**config.mk**
```make
export PLATFORM = sky130hd
export DESIGN_NAME = cc_flag_unit
export DESIGN_NICKNAME = d
export VERILOG_FILES = /design/src/rtl/y86_pkg.sv /design/src/rtl/cond_eval.sv /design/src/rtl/cc_flag_unit.sv
export SDC_FILE = /design/constraint.sdc
export NUM_CORES = 1
export LEC_CHECK = 0
export CAP_MARGIN = 20
export CORE_AREA = 2 2 80 82
export DETAILED_ROUTE_END_ITERATION = 12
export DIE_AREA = 0 0 82 84
export PLACE_DENSITY = 0.71
export SYNTH_ARGS = -nofsm -noshare
export SYNTH_HDL_FRONTEND = slang
export SYNTH_HIERARCHICAL = 1
export SYNTH_SLANG_ARGS = --single-unit
```
**constraint.sdc**
```tcl
create_clock -name clk -period 2.6 [get_ports clk]
set_input_delay 0.52 -clock clk [delete_from_list [all_inputs] [get_ports clk]]
set_output_delay 0.52 -clock clk [all_outputs]
set_load 0.02 [all_outputs]
```
**src/rtl/y86_pkg.sv**
```systemverilog
// Shared Y86-64 definitions used by the execute-stage condition-code logic.
// Contents:
//   WIDTH_DEF             default datapath width
//   IC_OPQ, IC_JXX, IC_CMOV  icode values relevant to condition codes
//   alu_fun_t             OPq function codes
//   cond_t                jXX / cmovXX condition codes
package y86_pkg;

    localparam int WIDTH_DEF = 64;

    localparam logic [3:0] IC_OPQ  = 4'h6;
    localparam logic [3:0] IC_JXX  = 4'h7;
    localparam logic [3:0] IC_CMOV = 4'h2;

    typedef enum logic [3:0] {
        ALU_ADD = 4'd0,
        ALU_SUB = 4'd1,
        ALU_AND = 4'd2,
        ALU_XOR = 4'd3
    } alu_fun_t;

    typedef enum logic [3:0] {
        C_ALWAYS = 4'd0,
        C_LE     = 4'd1,
        C_L      = 4'd2,
        C_E      = 4'd3,
        C_NE     = 4'd4,
        C_GE     = 4'd5,
        C_G      = 4'd6
    } cond_t;

endpackage

```
**src/rtl/cond_eval.sv**
```systemverilog
// Condition evaluator for jXX / cmovXX.
// Ports:
//   ifun  in   condition code
//   zf, sf, of  in  registered flags
//   cnd   out  condition result (codes 7..15 evaluate to 0)
module cond_eval
    import y86_pkg::*;
(
    input  logic [3:0] ifun,
    input  logic       zf,
    input  logic       sf,
    input  logic       of,
    output logic       cnd
);

    logic lt;

    // Signed less-than after a compare: sign is only trustworthy when no overflow.
    assign lt = sf ^ of;

    always_comb begin
        cnd = 1'b0;
        case (ifun)
            C_ALWAYS: cnd = 1'b1;
            C_LE:     cnd = lt | zf;
            C_L:      cnd = lt;
            C_E:      cnd = zf;
            C_NE:     cnd = ~zf;
            C_GE:     cnd = ~lt;
            C_G:      cnd = ~lt & ~zf;
            default:  cnd = 1'b0;
        endcase
    end

endmodule

```
**src/rtl/cc_flag_unit.sv**
```systemverilog
// Execute-stage condition-code unit. Derives ZF/SF/OF/CF from the ALU
// result, registers them on valid OPq instructions, and evaluates Cnd for
// jXX/cmovXX from the flags as they stood before the current instruction.
// Ports:
//   clk, rst_n           clock, synchronous active-low reset
//   icode, ifun          current instruction
//   alu_a, alu_b         ALU operands (valA, valB)
//   alu_res, alu_cout    ALU result and carry/borrow-out
//   stat_ok              instruction status is AOK
//   cc_hold              stall: freeze CC this cycle
//   zf, sf, of, cf       registered flags (cf is diagnostic only)
//   cnd                  condition result, combinational
module cc_flag_unit
    import y86_pkg::*;
#(
    parameter int         WIDTH      = WIDTH_DEF,
    parameter logic [3:0] ICODE_OPQ  = IC_OPQ,
    parameter logic [3:0] ICODE_JXX  = IC_JXX,
    parameter logic [3:0] ICODE_CMOV = IC_CMOV
) (
    input  logic             clk,
    input  logic             rst_n,
    input  logic [3:0]       icode,
    input  logic [3:0]       ifun,
    input  logic [WIDTH-1:0] alu_a,
    input  logic [WIDTH-1:0] alu_b,
    input  logic [WIDTH-1:0] alu_res,
    input  logic             alu_cout,
    input  logic             stat_ok,
    input  logic             cc_hold,
    output logic             zf,
    output logic             sf,
    output logic             of,
    output logic             cf,
    output logic             cnd
);

    logic n_zf;
    logic n_sf;
    logic n_of;
    logic n_cf;
    logic set_cc;
    logic cnd_raw;
    logic a_msb;
    logic b_msb;
    logic t_msb;

    // Only the sign bits of the operands matter here; the rest feed the ALU.
    logic unused_operand_bits;
    assign unused_operand_bits = ^{alu_a[WIDTH-2:0], alu_b[WIDTH-2:0]};

    assign a_msb = alu_a[WIDTH-1];
    assign b_msb = alu_b[WIDTH-1];
    assign t_msb = alu_res[WIDTH-1];

    always_comb begin
        n_zf = (alu_res == '0);
        n_sf = t_msb;
        n_cf = alu_cout;
        n_of = 1'b0;
        case (ifun)
            ALU_ADD: n_of = (a_msb == b_msb) & (t_msb != a_msb);
            // Result is b - a, so overflow is judged against b's sign.
            ALU_SUB: n_of = (a_msb != b_msb) & (t_msb != b_msb);
            ALU_AND,
            ALU_XOR: n_cf = 1'b0;
            default: n_of = 1'b0;
        endcase
    end

    assign set_cc = (icode == ICODE_OPQ) & stat_ok & ~cc_hold & (ifun <= 4'd3);

    always_ff @(posedge clk) begin
        if (!rst_n) begin
            zf <= 1'b1;
            sf <= 1'b0;
            of <= 1'b0;
            cf <= 1'b0;
        end else if (set_cc) begin
            zf <= n_zf;
            sf <= n_sf;
            of <= n_of;
            cf <= n_cf;
        end
    end

    cond_eval u_cond_eval (
        .ifun (ifun),
        .zf   (zf),
        .sf   (sf),
        .of   (of),
        .cnd  (cnd_raw)
    );

    assign cnd = ((icode == ICODE_JXX) || (icode == ICODE_CMOV)) ? cnd_raw : 1'b0;

endmodule

```
* After elaboration in Yosys (flattened, before gate mapping)
Index checks and enable logic that the tools add are counted.
** Storage, ports and cells
- Input port bits :: 205
- Bits in registers :: 4
- Logic and storage cells :: 37
** Operators by class
- Reduce and logical (&&, ||, !) cells :: 4
- Equality and inequality tests :: 13
- Bitwise logic cells :: 11
- Multiplexer cells :: 4
- $lt $le $gt $ge :: 1
** Operators by type and width (count)
- logical NOT 64 bit :: 1
- == test 4 x 3 -> 1 bit (second input constant) :: 5
- == test 4 x 2 -> 1 bit (second input constant) :: 3
- case mux 1 bit (7 select lines) :: 1
- bitwise AND 1 bit :: 6
- == test 4 x 1 -> 1 bit (second input constant) :: 1
- <= comparator 4 x 2 -> 1 bit (second input constant) :: 1
- logical NOT 4 bit :: 1
- inequality test 1 bit :: 3
- NOT 1 bit :: 3
- 2-to-1 mux 1 bit :: 2
- case mux 1 bit (2 select lines) :: 1
- OR reduction 2 bit :: 1
- == test 1 bit :: 1
- logical OR 1 bit :: 1
- bitwise OR 1 bit :: 1
- bitwise XOR 1 bit :: 1

* Depth between registers and ports, before layout
Gate-level depths: netlist (run 1).
- Depth in word-level cells :: 5
- Mapped depth :: 4
- Depth with buffers taken out :: 4

* Cells and area by module
Netlist (run 1), hierarchy kept.
** By module, submodules not included
- cc_flag_unit :: cells an instance 44, instances 1, area an instance 401.6 sq um, seq. area each 80.1 sq um
- cond_eval :: cells an instance 10, instances 1, area an instance 81.3 sq um, seq. area each 0.0 sq um

* Worst setup path after synthesis (run 1)
OpenSTA, ideal clock, no wires.
- Kind :: input-to-output
- Start :: in ifun[1]
- End :: out cnd
- Data arrival time :: 1.255 ns
- Path slack :: 0.825 ns
- Buffers on the path :: 0
- Stages on the path :: 3
- Cells stage by stage :: a2111o_1 > nand3_1 > and4b_1
** Between the ends
- Word-level cells in the longest chain between the ends :: 3
- Elaborated cells on any way between the ends :: 9
** RTL lines
- from (decl) :: RTL line cc_flag_unit.sv:24 : input logic [3:0] ifun,
- == test 4 x 3 -> 1 bit, or another cell as far along :: RTL line cond_eval.sv:23 : case (ifun)
- case mux 1 bit (7 select lines) * :: RTL line cond_eval.sv:23
- net cnd_raw :: RTL line cc_flag_unit.sv:43 : logic cnd_raw;
- 2-to-1 mux 1 bit * :: RTL line cc_flag_unit.sv:95 : assign cnd = ((icode == ICODE_JXX) || (icode == ICODE_CMOV)) ? cnd_raw : 1'b0;
- to (decl) :: RTL line cc_flag_unit.sv:35 : output logic cnd
Mark *: on every way through the listed nets, which the timed path passes. The rest lies on a longest branch.

* Worst setup path in the final report (run 1)
- Start :: in ifun[3]
- End :: out cnd
Same word-level chain as after synthesis.

==> results of run 1 <==
==> metrics by stage <==
| step | cells | setup slack [ns] | power (W) |
|---|---|---|---|
| floorplan | 54 | 0.825 | 0.0000812 |
| global placement | 218 | -0.236 | 0.000217 |
| detailed placement | 218 | -0.256 | 0.000219 |
| CTS | 221 | 0.0125 | 0.000349 |
| global route | 221 | 0.116 | 0.000365 |
| finish | 221 | 0.145 | 0.000345 |
==> worst max-delay path: stages <==
cell,delay (ns)
clkdlybuf4s50_1,0.61
and4bb_1,0.22
nor3_1,0.17
nand3_1,0.09
and4b_1,0.18
clkbuf_2,0.15
==> worst paths after layout <==
| path | slack (ns) | cells past startpoint | startpoint | end |
|---|---|---|---|---|
| setup reg to reg | 1.97 | 2 | zf | zf |
| hold reg to reg | 0.46 | 2 | cf | cf |
| setup / recovery | 0.14 | 6 | ifun[3] | cnd |
| hold / removal | 0.46 | 2 | cf | cf |
==> sequential cells by signal (all words and copies together), names as in the netlist <==
name,count
cf,1
of,1
sf,1
zf,1
==> logic make-up after synthesis <==
| group | Yosys count | synth area share (%) |
|---|---|---|
| XOR/XNOR | 3 | 5.44 |
| flip-flops | 4 | 16.6 |
| multiplexers | 2 | 4.15 |
| AND/OR/NAND/NOR | 40 | 65.8 |
| AO/OA/AOI/OAI | 5 | 8.03 |
==> power groups by stage <==
stage | Sequential [W] | Clock [W] | Combinational [W]
4_1_cts | 0.0000621 | 0.000131 | 0.000156
3_3_place_gp | 0.0000629 | 0 | 0.000154
5_1_grt | 0.0000621 | 0.000138 | 0.000165
2_1_floorplan | 0.0000630 | 0 | 0.0000181
6_report | 0.0000621 | 0.000128 | 0.000155
3_5_place_dp | 0.0000629 | 0 | 0.000156
==> per-layer routing <==
layer | vias up | share of wire [%] | global-route usage (%)
met5 | - | 0 | 0
li1 | 417 | - | -
met1 | 365 | 35 | 6.77
met2 | 74 | 45 | 10.9
met4 | 0 | 0.72 | 2.27
met3 | 2 | 19 | 4.55
==> Yosys cell counts <==
library cell,instances,area share (%)
o21ai_1,1,1.0
nand3_1,1,1.0
and4bb_1,1,2.6
or3_1,1,1.3
o211ai_1,1,1.6
nor4b_4,1,4.9
and4bb_2,1,2.6
nand4_1,4,5.2
a2111o_1,1,2.3
nor4_2,4,10
mux2i_1,2,4.1
nor4_1,14,18
xor2_1,1,1.8
dfxtp_1,4,17
a21boi_1,2,3.1
nand2_1,3,2.3
and4b_1,1,2.1
nor2b_1,3,3.9
or4_1,1,1.6
xnor2_1,2,3.6
nor2_1,1,0.78
nand4_4,1,4.4
or3b_1,1,1.8
nor4b_1,1,1.8
nor3_1,1,1.0
==> timing repair <==
item / 4_1_cts / 5_1_grt
endpoints found under the setup margin: 1 / 1
cloned: 0 / 0
resized for setup: 1 / 3
==> layout make-up <==
type | count | area [µm²] | share of cell area, %
Sequential cell | 4 | 80.1 | 5.40
Tap cell | 77 | 96.3 | 6.50
Timing Repair Buffer | 87 | 856 | 57.7
Multi-Input combinational cell | 50 | 409 | 27.6
Clock buffer | 3 | 41.3 | 2.78
==> summary.md, run 1 <==
| Metric | Value |
|---|---|
| Status | finished clean |
| Period utilisation layout | 94.4% |
| # port buffers | 83 |
| Final Hold Fails | 0 |
| Peak VDD IR | 150 µV |
| Clock latency at the later pin of the worst-skew pair | 0.22 ns |
| Rel. slew slack | 81.4% |
| # DRC | 0 |
| Largest net degree at the start of global routing | 8 |
| Max Slew Vio Count | 0 |
| Share of cells above drive strength 1 | 11.1% |
| Chip height | 84 µm |
| CP endpoint kind | output port |
| Sw frac | 19.1% |
| Worst EP required | 2.08 ns |
| CORE AREA | 0.00610 mm² |
| Comb pwr share | 44.9% |
| Clk network pwr share | 37.1% |
| Post-Syn Nets | 259 |
| Antenna Cells | 0 |
| Initial Utilization | 7.92% |
| Maximum Capacitance Violations | 0 |
| Ports | 210 |
| Area grow syn2layout | 207% |
| Clock Tree Buf Depth | 2 |
| Placed cell areas | 0.00144 mm² |
| First-pass GRT wire length | 3.39 mm |
| Post-Route Skew | 0 ns |
| Reported leakage power | 0.491 nW |
| Synth Instances | 54 |
| Utilization after layout | 24.3% |
| Number of global-route vias before repair | 840 |
| Drt total wl | 2.37 mm |
| Yosys reg bits | 4 |
| Setup TNS | 0 ns |
| Postcts setup bufs | 0 |
| Vias per cell | 3.88 |
| Commonest non-fill, non-tap cell in the layout | clkdlybuf4s50_1 |
| Final setup fails | 0 |
| Pwr per Cell Area | 233 mW/mm² |
| Setup CP Type | in2out |
| RSZ-0062 raised after global routing | no |
| Min-Delay Path Class | reg2reg |
| Fill cells | 680 |
| Critical path startpoint category | input port |
| Worst-path clk slew | 0.03 ns |
| CTS Buf Count | 3 |
| Die width | 82 µm |
| P_int | 0.000279 W |
| CTS Sinks | 4 |
| Initial antenna violation count | 0 |
| Unique masters post-synth | 25 |
| Yosys warnings | 6 |
| Nets@finish | 351 |
| CTS tree | done |
| H-tree depth | 1 |
| RePlAce Congestion | 0.679 |
| Fmax | 0.407 GHz |
| Tightest Pin Transition | 0.276 ns |
| Avg Synthesized Cell Area | 8.94 µm² |
| Rows | 29 |
| Most frequent cells in the layout | 82 x clkdlybuf4s50_1, 13 x nor4_1, 5 x nor4_2 |
| Critical-path maximum fanout | 7 |
| Detail Route Antenna Nets | 0 |
| All-layer global routing usage | 6.71% |
| Arr. time, crit path | 1.94 ns |
| Part of the power in registers | 18.0% |
| DP Wirelength | 2.20 mm |
| Hold_ws | 0.460 ns |
| Seq/Total Area, Yosys | 16.6% |
| GRT Residual Overflow | 0 |
| Wire per inst | 10.7 µm |
| Root Driver | clkbuf_8 |
| Total number of vias | 858 |
| Final Instance Area | 0.00148 mm² |
| Initial DRC Count | 11 |
| # hold bufs at CTS | 0 |
| Post-layout min period | 2.46 ns |
| Die footprint | 0.00689 mm² |
| P_sw | 0.0000657 W |
| Cell area after synthesis | 483 µm² |
| DRT Pass-1 Iters | 4 |
Power figures use the tool's default switching activity.
==> inputs of run 2 (changes only) <==
--- a/config.mk
+++ b/config.mk
@@ -9,6 +9,7 @@
 export CORE_AREA = 2 2 80 82
 export DETAILED_ROUTE_END_ITERATION = 12
 export DIE_AREA = 0 0 82 84
+export GPL_TIMING_DRIVEN = 0
 export PLACE_DENSITY = 0.71
 export SYNTH_ARGS = -nofsm -noshare
 export SYNTH_HDL_FRONTEND = slang
==> run 2 against run 1 <==
Compared with the run above:
- sequential cell count did not move
- worst hold slack improved by 0.0063 ns
- setup slack improved by 0.023 ns
- clock skew did not move
- clock power barely moved
- largest power group unchanged
- total power fell by 2.0%
- sequential share of layout area rose by 0.11 points
- via count fell by 2.9%
- highest routed layer unchanged
- utilization fell by 0.47 points
- critical path type unchanged
- critical endpoint unchanged
==> summary.md, run 2 (synthesized netlist as in run 1, its figures left out) <==
| Metric | Value |
|---|---|
| Status | finished clean |
| CTS Sinks | 4 |
| Peak VDD IR | 149 µV |
| Comb pwr share | 44.0% |
| CTS tree | done |
| Reg-to-Reg End | zf |
| Die footprint | 0.00689 mm² |
| Placed cell areas | 0.00141 mm² |
| Cell depth of the worst flop-to-flop path | 2 |
| Worst EP required | 2.08 ns |
| Detail Route Antenna Nets | 0 |
| Critical-path maximum fanout | 6 |
| First-pass GRT wire length | 3.52 mm |
| Initial Utilization | 7.92% |
| Root Driver | clkbuf_8 |
| Hold endpoint | cf |
| Clock Tree Buf Depth | 2 |
| Slowest cell delay on critical path | 0.55 ns |
| P_sw | 0.0000632 W |
| Hold_ws | 0.467 ns |
| Part of the power in registers | 18.4% |
| Setup TNS | 0 ns |
| Final Hold Fails | 0 |
| Most frequent cells in the layout | 80 x clkdlybuf4s50_1, 14 x nor4_1, 4 x nor4_2, 4 x nand4_1, 4 x dfxtp_1 |
| Number of global-route vias before repair | 860 |
| Wire per inst | 10.9 µm |
| RR Startpoint | zf |
| WP buf/inv | 2 |
| # hold bufs at CTS | 0 |
| Total number of vias | 833 |
| Area grow syn2layout | 201% |
| Post-Route Skew | 0 ns |
| Fmax | 0.411 GHz |
| Antenna Cells | 0 |
| Vias per cell | 3.84 |
| Maximum Capacitance Violations | 0 |
| Clk network pwr share | 37.6% |
| Hold path cells | 2 |
| Cell Chain, Critical Path | clkdlybuf4s50_1, and4bb_1, nor3_1, nand3_1, and4b_1, clkbuf_2 |
| RSZ-0062 raised after global routing | no |
| CORE AREA | 0.00610 mm² |
| CP endpoint kind | output port |
| Final Instance Area | 0.00145 mm² |
| Largest net degree at the start of global routing | 8 |
| Critical path startpoint category | input port |
| # port buffers | 83 |
| # DRC | 0 |
| Min-Delay Path Class | reg2reg |
| All-layer global routing usage | 6.92% |
| Reported leakage power | 0.483 nW |
| Initial antenna violation count | 0 |
| Clock latency at the later pin of the worst-skew pair | 0.21 ns |
| Tightest Pin Transition | 0.295 ns |
| Die width | 82 µm |
| Crit-path slowest cell | clkdlybuf4s50_1 |
| Arr. time, crit path | 1.91 ns |
| Commonest non-fill, non-tap cell in the layout | clkdlybuf4s50_1 |
| Final worst slack | 0.168 ns |
| Sw frac | 18.7% |
| Ports | 210 |
| Utilization after layout | 23.9% |
| FF/Latch Area | 80.1 µm² |
| Delay-heaviest family, CP | buffers and inverters |
| RePlAce Congestion | 0.670 |
| P_int | 0.000275 W |
| DRT Pass-1 Iters | 3 |
| Setup CP Type | in2out |
| Max Slew Vio Count | 0 |
| Post-layout min period | 2.43 ns |
| Chip height | 84 µm |
| Initial DRC Count | 9 |
| CTS Buf Count | 3 |
| Nets@finish | 347 |
| Hold_sp | cf |
| H-tree depth | 1 |
| Worst-path clk slew | 0.03 ns |
| Pwr per Cell Area | 232 mW/mm² |
| Share of cells above drive strength 1 | 8.57% |
| Fill cells | 683 |
| DP Wirelength | 2.18 mm |
| Period utilisation layout | 93.5% |
| Multi-input gate area | 409 µm² |
| Drt total wl | 2.36 mm |
| Rows | 29 |
| GRT Residual Overflow | 0 |
| Post-place setup slack | -0.297 ns |
| Rel. slew slack | 80.3% |
| R2R setup slack | 1.97 ns |
| Final setup fails | 0 |
[run 2: cell types whose count changed in the layout (fill, tap and decap cells not counted), sizes merged]
cell,delta
dlygate4sd2,+1
clkdlybuf4s50,-2
dlymetal6s2s,+1
buf,-4
[run 2: worst register-to-register path, stage by stage, from the launching register on]
cell and delay, ns:
dfxtp_1 0.40, nand2_1 0.07, o211ai_1 0.08
[run 2: what timing repair did]
| item | CTS | global route |
|---|---|---|
| gates resized for setup | 3 | 3 |
| setup endpoints to repair | 1 | 1 |
| endpoints found under the hold margin | 0 | 0 |
| buffers inserted | 0 | 0 |
[run 2: worst max path at each step]
stage	startpoint	endpoint	cells past startpoint
global route	ifun[2]	cnd	6
floorplan	ifun[1]	cnd	3
finish	ifun[2]	cnd	6
CTS	ifun[0]	cnd	6
global placement	ifun[3]	cnd	6
detailed placement	ifun[3]	cnd	6
[run 2: per-stage QoR]
stage               power (W)  instances
floorplan           0.0000812         54
global placement     0.000212        214
detailed placement   0.000214        214
CTS                  0.000345        217
global route         0.000362        217
finish               0.000338        217
[run 2: final cells by class]
| class | instances | area share [%] |
|---|---|---|
| Tap cell | 77 | 6.63 |
| Multi-Input combinational cell | 50 | 28.1 |
| Sequential cell | 4 | 5.51 |
| Timing Repair Buffer | 83 | 56.9 |
| Clock buffer | 3 | 2.84 |
[run 2: layer usage]
metal  global-route usage [%]  wire (µm)  vias to the layer above
met5                        0          0                        -
met4                     2.27         17                        0
met3                     4.65        428                        2
met2                     11.5       1080                       68
met1                     6.77        831                      352
li1                         -          -                      411
[run 2: power groups by stage]
stage	clock network, W	logic [W]	registers, W
floorplan	0	0.0000181	0.0000630
global placement	0	0.000149	0.0000629
detailed placement	0	0.000151	0.0000629
CTS	0.000132	0.000151	0.0000621
global route	0.000140	0.000160	0.0000621
finish	0.000127	0.000149	0.0000621
